$ cat src/rtl/serial_addsub_pkg.sv
// serial_addsub_pkg: shared width default and state encoding for the bit-serial adder/subtractor
package serial_addsub_pkg;
  localparam int DEF_WIDTH = 8;
  localparam logic [1:0] ST_IDLE = 2'd0;
  localparam logic [1:0] ST_SHIFT = 2'd1;
  localparam logic [1:0] ST_DONE = 2'd2;
  typedef enum logic [1:0] {
    IDLE  = ST_IDLE,
    SHIFT = ST_SHIFT,
    DONE  = ST_DONE
  } state_t;
endpackage

$ cat src/rtl/fa_bit_cell.sv
// fa_bit_cell: combinational 1-bit full adder (a, b, cin -> s, cout)
module fa_bit_cell (
  input  logic a,
  input  logic b,
  input  logic cin,
  output logic s,
  output logic cout
);
  assign s = a ^ b ^ cin;
  assign cout = (a & b) | (cin & (a ^ b));
endmodule

$ cat src/rtl/serial_addsub.sv
// serial_addsub: LSB-first bit-serial add/subtract through one full-adder cell, with carry and signed overflow
module serial_addsub
  import serial_addsub_pkg::*;
#(
  parameter int WIDTH = DEF_WIDTH
) (
  input  logic             clk,
  input  logic             rst,
  input  logic             start,
  input  logic             sub,
  input  logic [WIDTH-1:0] a_in,
  input  logic [WIDTH-1:0] b_in,
  output logic             busy,
  output logic             done,
  output logic [WIDTH-1:0] sum_out,
  output logic             carry_out,
  output logic             overflow
);
  localparam int CNT_W = $clog2(WIDTH + 1);
  state_t state_q, state_d;
  logic [WIDTH-1:0] a_q, a_d, b_q, b_d, res_q, res_d, sum_q, sum_d;
  logic [CNT_W-1:0] cnt_q, cnt_d;
  logic c_q, c_d, cy_q, cy_d, ov_q, ov_d;
  logic fa_s, fa_c, last;
  fa_bit_cell u_fa (
    .a   (a_q[0]),
    .b   (b_q[0]),
    .cin (c_q),
    .s   (fa_s),
    .cout(fa_c)
  );
  assign last = cnt_q == CNT_W'(WIDTH - 1);
  always_comb begin
    state_d = state_q;
    a_d = a_q;
    b_d = b_q;
    c_d = c_q;
    res_d = res_q;
    cnt_d = cnt_q;
    sum_d = sum_q;
    cy_d = cy_q;
    ov_d = ov_q;
    if (state_q == SHIFT) begin
      a_d = a_q >> 1;
      b_d = b_q >> 1;
      c_d = fa_c;
      res_d = {fa_s, res_q[WIDTH-1:1]};
      cnt_d = cnt_q + CNT_W'(1);
      if (last) begin
        sum_d = {fa_s, res_q[WIDTH-1:1]};
        cy_d = fa_c;
        ov_d = (a_q[0] == b_q[0]) && (fa_s != a_q[0]);
        state_d = DONE;
      end
    end else if (start) begin
      a_d = a_in;
      b_d = b_in ^ {WIDTH{sub}};
      c_d = sub;
      cnt_d = '0;
      state_d = SHIFT;
    end else begin
      state_d = IDLE;
    end
  end
  always_ff @(posedge clk) begin
    if (rst) begin
      state_q <= IDLE;
      a_q <= '0;
      b_q <= '0;
      c_q <= 1'b0;
      res_q <= '0;
      cnt_q <= '0;
      sum_q <= '0;
      cy_q <= 1'b0;
      ov_q <= 1'b0;
    end else begin
      state_q <= state_d;
      a_q <= a_d;
      b_q <= b_d;
      c_q <= c_d;
      res_q <= res_d;
      cnt_q <= cnt_d;
      sum_q <= sum_d;
      cy_q <= cy_d;
      ov_q <= ov_d;
    end
  end
  assign busy = state_q == SHIFT;
  assign done = state_q == DONE;
  assign sum_out = sum_q;
  assign carry_out = cy_q;
  assign overflow = ov_q;
endmodule
$ cat config.mk
export PLATFORM = sky130hd
export DESIGN_NAME = serial_addsub
export DESIGN_NICKNAME = d
export VERILOG_FILES = /design/src/rtl/serial_addsub_pkg.sv /design/src/rtl/fa_bit_cell.sv /design/src/rtl/serial_addsub.sv
export SDC_FILE = /design/constraint.sdc
export NUM_CORES = 1
export LEC_CHECK = 0
export BUFFER_PORTS_ARGS = -buffer_cell sky130_fd_sc_hd__buf_2
export CORE_MARGIN = 2
export CORE_UTILIZATION = 50
export DETAILED_ROUTE_END_ITERATION = 8
export PLACE_DENSITY = 0.79
export SKIP_LAST_GASP = 1
export SLEW_MARGIN = 20
export SYNTH_ARGS = -nofsm -noshare
export SYNTH_HDL_FRONTEND = slang
export SYNTH_SLANG_ARGS = --single-unit
$ cat constraint.sdc
create_clock -name clk -period 1.9 [get_ports clk]
set_input_delay 0.285 -clock clk [delete_from_list [all_inputs] [get_ports clk]]
set_output_delay 0.285 -clock clk [all_outputs]
set_load 0.01 [all_outputs]
Word-level counts from Yosys, hierarchy flattened

Index checks and enable logic that the tools add are counted.

Register bits after elaboration: 41
Bits in latches: 0
Memory bits (writable): 0
Bits in read-only memories: 0
Output and inout bits: 12
Word-level logic and storage cells: 39
Memories: 0

$add $sub $neg: 1
Multiply operators: 0
Div/mod/pow operators: 0
$lt $le $gt $ge: 0
Equality and inequality tests: 6
Shift operators: 0
Multiplexer cells: 11
Bitwise logic cells: 6
Reductions and logical operators: 4

Operator list:

| kind                | number |
|---|---|
| $mux 7              | 4 |
| $mux 4              | 2 |
| $xor 8x8->8         | 1 |
| $add 4x1->4 const B | 1 |
| $eq 4x3->1 const B  | 1 |
| $mux 2              | 2 |
| $mux 1              | 3 |
| $and 1x1->1         | 2 |
| $eq 2x1->1 const B  | 1 |
| $eq 2x2->1 const B  | 1 |
| $ne 2x1->1 const B  | 1 |
| $reduce_and 2->1    | 1 |
| $reduce_bool 2->1   | 1 |
| $reduce_or 2->1     | 1 |
| $xor 1x1->1         | 2 |
| $eq 1x1->1          | 1 |
| $logic_and 1x1->1   | 1 |
| $ne 1x1->1          | 1 |
| $or 1x1->1          | 1 |

Depth between registers and ports, before layout

Depth after elaboration: 4
Mapped depth: 6
Depth with buffers taken out: 4

Modules after synthesis

From an unflattened synthesis, not the netlist that was laid out.

Cell total of the unflattened synthesis: 178
Area total of the unflattened synthesis: 1715.4 µm²

Modules (own cells, without submodules):

| module        | times used | cells an instance | area each (µm²) | sequential area each (µm²) |
|---|---|---|---|---|
| serial_addsub | 1          | 177               | 1695.4          | 800.8 |
| fa_bit_cell   | 1          | 1                 | 20.0            | 0.0 |

Worst setup path before layout

No wires, ideal clock.

Path type: register -> register
From: reg c_q
To: reg ov_q, in the netlist overflow
Arrival time: 1210 ps
Required time: 1783 ps
Setup slack: 573 ps
Cell stages (with the launch flop): 5
Path buffers: 0
Cells stage by stage: dfxtp_1 -> fa_1 -> xnor2_1 -> nor2_1 -> a22o_1

Longest elaborated chain between the ends: 3

Ends and longest elaborated chain:

| element                | line                | text |
|---|---|---|
| start, declared        | serial_addsub.sv:23 | `logic c_q, c_d, cy_q, cy_d, ov_q, ov_d;` |
| start signal, assigned | serial_addsub.sv:70 | `c_q <= 1'b0;` |
| start signal, assigned | serial_addsub.sv:80 | `c_q <= c_d;` |
| $xor 1x1->1            | fa_bit_cell.sv:9    | `assign s = a ^ b ^ cin;` |
| named net fa_s         | serial_addsub.sv:24 | `logic fa_s, fa_c, last;` |
| $ne 1x1->1             | serial_addsub.sv:52 | `ov_d = (a_q[0] == b_q[0]) && (fa_s != a_q[0]);` |
| $logic_and 1x1->1      | serial_addsub.sv:52 |  |
| end signal, assigned   | serial_addsub.sv:85 | `ov_q <= ov_d;` |
| end, declared          | serial_addsub.sv:23 |  |

The timed path passes the listed nets, and every way through them passes these cells.
A chain may end at the register's enable or synchronous reset.

Worst setup path in the final report

From: reg state_q[1]
To: out busy

Longest elaborated chain between the ends: 1

Ends and longest elaborated chain:

| element                | line                | text |
|---|---|---|
| start, declared        | serial_addsub.sv:20 | `state_t state_q, state_d;` |
| start signal, assigned | serial_addsub.sv:77 | `state_q <= state_d;` |
| $eq 2x1->1             | serial_addsub.sv:88 | `assign busy = state_q == SHIFT;` |
| end, declared          | serial_addsub.sv:13 | `output logic busy,` |

Every way passes these cells.

==> flow_summary_export.csv <==
group,metric,value,unit
run_status,status,"finished clean",
worst_hold_path,min-delay-path-class,"in2reg",
floorplanning,ios,32,
routing,highest_layer,"met4",
cells_and_area,post-route-util,59.4,%
routing,postRouteAntennaNets,0,
sta,hold_violations,0,
global_routing,grt-ovfl-total,0,
clock_tree,post_cts_resized,0,
clock_tree,cts-root-buf,"clkbuf_4",
worst_hold_path,min-delay-start,"a_in[7]",
clock_tree,clk_latency,0.34,ns
logic_synthesis,synth_warnings,0,
cells_and_area,multi_input_area,815,µm²
cells_and_area,final_area,0.00200,mm²
power_and_ir_drop,leakagePower,0.844,nW
routing,vias,1313,
floorplanning,core,0.00336,mm²
cells_and_area,syn_to_final_growth,13.3,%
floorplanning,dieWidth,63.4,µm
clock_tree,cts_buffers,5,
logic_synthesis,avgSynthCellArea,9.90,µm²
cells_and_area,layout.nets,228,
run,drv_cap,0,
sta,min_period_over_period,88.3,%
sta,tns,0,ns
routing,wl_met2,1390,µm
setup_path,crit_required,1.62,ns
routing,wl_met1,1390,µm
sta,finalClockSkew,0.00970,ns
setup_path,end_kind,"output port",
power_and_ir_drop,power.density,957,mW/mm²
logic_synthesis,synth_seq_cells,40,
logic_synthesis,yosysTopAreaCell,"dfxtp_1",
sta,relSlewSlack,65.6,%
cells_and_area,layout_common_cells,"dfxtp_1 (40), buf_2 (31), nand2_1 (22)",
logic_synthesis,yosysTopAreaCellShare,45.4,%
floorplanning,dieArea,0.00402,mm²
power_and_ir_drop,finalPower,1.91,mW
cells_and_area,nFillCells,333,
global_routing,grtUsageTotal,16.5,%
global_routing,grt_pass1_wl,5200,µm
setup_path,crit_start,"state_q[1]$_SDFFE_PP0P_",
clock_tree,cts_hold_buf,0,
logic_synthesis,ys.flop_type,"dfxtp_1",
clock_tree,h-tree-depth,2,
logic_synthesis,async_reset_ff_share,0,%
logic_synthesis,yosysSeqAreaShare,45.4,%
floorplanning,fp.dieH,63.4,µm
sta,slew_viol_final,0,
clock_tree,cts_buffer_depth,2,
cells_and_area,final-seq-area,801,µm²
power_and_ir_drop,ir_worst_vdd,0.619,mV
sta,worstMarginPinSlew,0.516,ns
global_routing,grt_max_degree,29,
floorplanning,num_rows,21,
clock_tree,postCtsSetupBuffers,0,
logic_synthesis,synth_cell_types,31,
routing,wire_per_inst,11.7,µm
setup_path,path_class,"reg2out",
routing,via_per_inst,5.21,
routing,dr.pass1.iters,4,
place,placed_area,0.00187,mm²
setup_path,worstPathArrival,1.39,ns
sta,setup_viol,0,
routing,drt_iter0_markers,41,
setup_path,worstReg2RegStart,"a_q[0]$_SDFFE_PP0P_",
floorplanning,start_util,52.4,%
cells_and_area,num_antenna_cells,0,
routing,dr_wl_met3,128,µm
logic_synthesis,synth-edff-count,0,
logic_synthesis,yosys-top-cells-area,"dfxtp_1 (45%), mux2i_1 (5.1%), a22o_1 (5.0%), a21oi_1 (4.8%), nand2_1 (4.7%)",
sta,rsz0062_at_grt,"no",
cells_and_area,layout-drive-gt1-share,25.2,%
global_routing,antenna_found_initial,0,
setup_path,worstSetupStartpointType,"register",
place,gp_congestion,0.689,
setup_path,critPathMaxFanout,24,
logic_synthesis,syn-num-nets,201,
cells_and_area,final_common_cell,"dfxtp_1",
global_routing,grt_pass1_vias,1236,
sta,clock.fmax,596,MHz
sta,fin_crit,1.68,ns
clock_tree,cts_tree,"done",
clock_tree,clk_pin_slew,0.12,ns
routing,drc,0,
logic_synthesis,synth_area,0.00176,mm²
clock_tree,cts.sinks,40,
place,place_hpwl,2070,µm
routing,wirelength,2940,µm
place,numPortBuffers,31,
logic_synthesis,synthCells,178,
kinds of logic (layout without fill, tap and decap cells):
group           after synthesis  after routing  synth area share, %
mux                          10             10                 5.75
flops                        40             40                 45.4
simple gates                 51             51                 13.3
buf+inv                      18             46                 8.37
compound gates               47             47                 20.2
fa+ha+maj                     3              3                 2.55
xor+xnor                      9              9                 4.47
flip-flops by register name, summed over array words and instances (netlist names), 2 cells and up:
name	flops
res_q	7
cnt_q	4
b_q	8
sum_out	8
state_q	2
a_q	8
critical path, cell delays in order (launching register included):
cell and delay (ns):
dfxtp_1 0.33, nand2b_4 0.14, inv_2 0.12, buf_4 0.28, buf_2 0.18
worst paths after layout:
| check | end | cells past startpoint | slack, ns |
|---|---|---|---|
| hold reg to reg | b_q[5]$_SDFFE_PP0P_ | 2 | 0.46 |
| setup / recovery | busy | 4 | 0.22 |
| hold / removal | a_q[7]$_SDFFE_PP0P_ | 3 | 0.27 |
| setup reg to reg | overflow$_SDFFE_PP0P_ | 4 | 0.50 |
area by class of cell:
class	count	share of cell area (%)
clock inverter	3	4.51
inverter	3	0.564
multi-input combinational	120	40.8
sequential	40	40.1
tap	46	2.88
clock buffer	5	1.88
timing repair buffer	35	9.27
layer usage:
layer  up-vias  GRT usage, %
met2        21          28.6
li1        674             -
met4         0          4.89
met1       614          19.2
met5         -             0
met3         4          5.54
synthesized netlist by cell type, types with 4 or more instances:
library cell / count
mux2i_1: 9
a211oi_1: 8
a22o_1: 10
buf_6: 7
nor2_1: 17
xnor2_1: 9
a211o_1: 7
dfxtp_1: 40
a21oi_1: 17
nand2_1: 22
buf_2: 4
nand3_1: 5
through the flow:
stage | setup slack [ns] | hold slack, ns | cells
CTS | 0.205 | 0.265 | 252
global placement | 0.546 | 0.438 | 244
global route | 0.130 | 0.273 | 252
detailed placement | 0.507 | 0.447 | 244
finish | 0.222 | 0.266 | 252
floorplan | 0.573 | 0.432 | 178
report_power, final:
| group | switching [mW] | internal (mW) | leakage, nW |
|---|---|---|---|
| Sequential | 0.0231 | 0.875 | 0.327 |
| Combinational | 0.106 | 0.0918 | 0.452 |
| Clock | 0.274 | 0.542 | 0.0654 |
| Total | 0.403 | 1.51 | 0.844 |
Power figures use the tool's default switching activity.
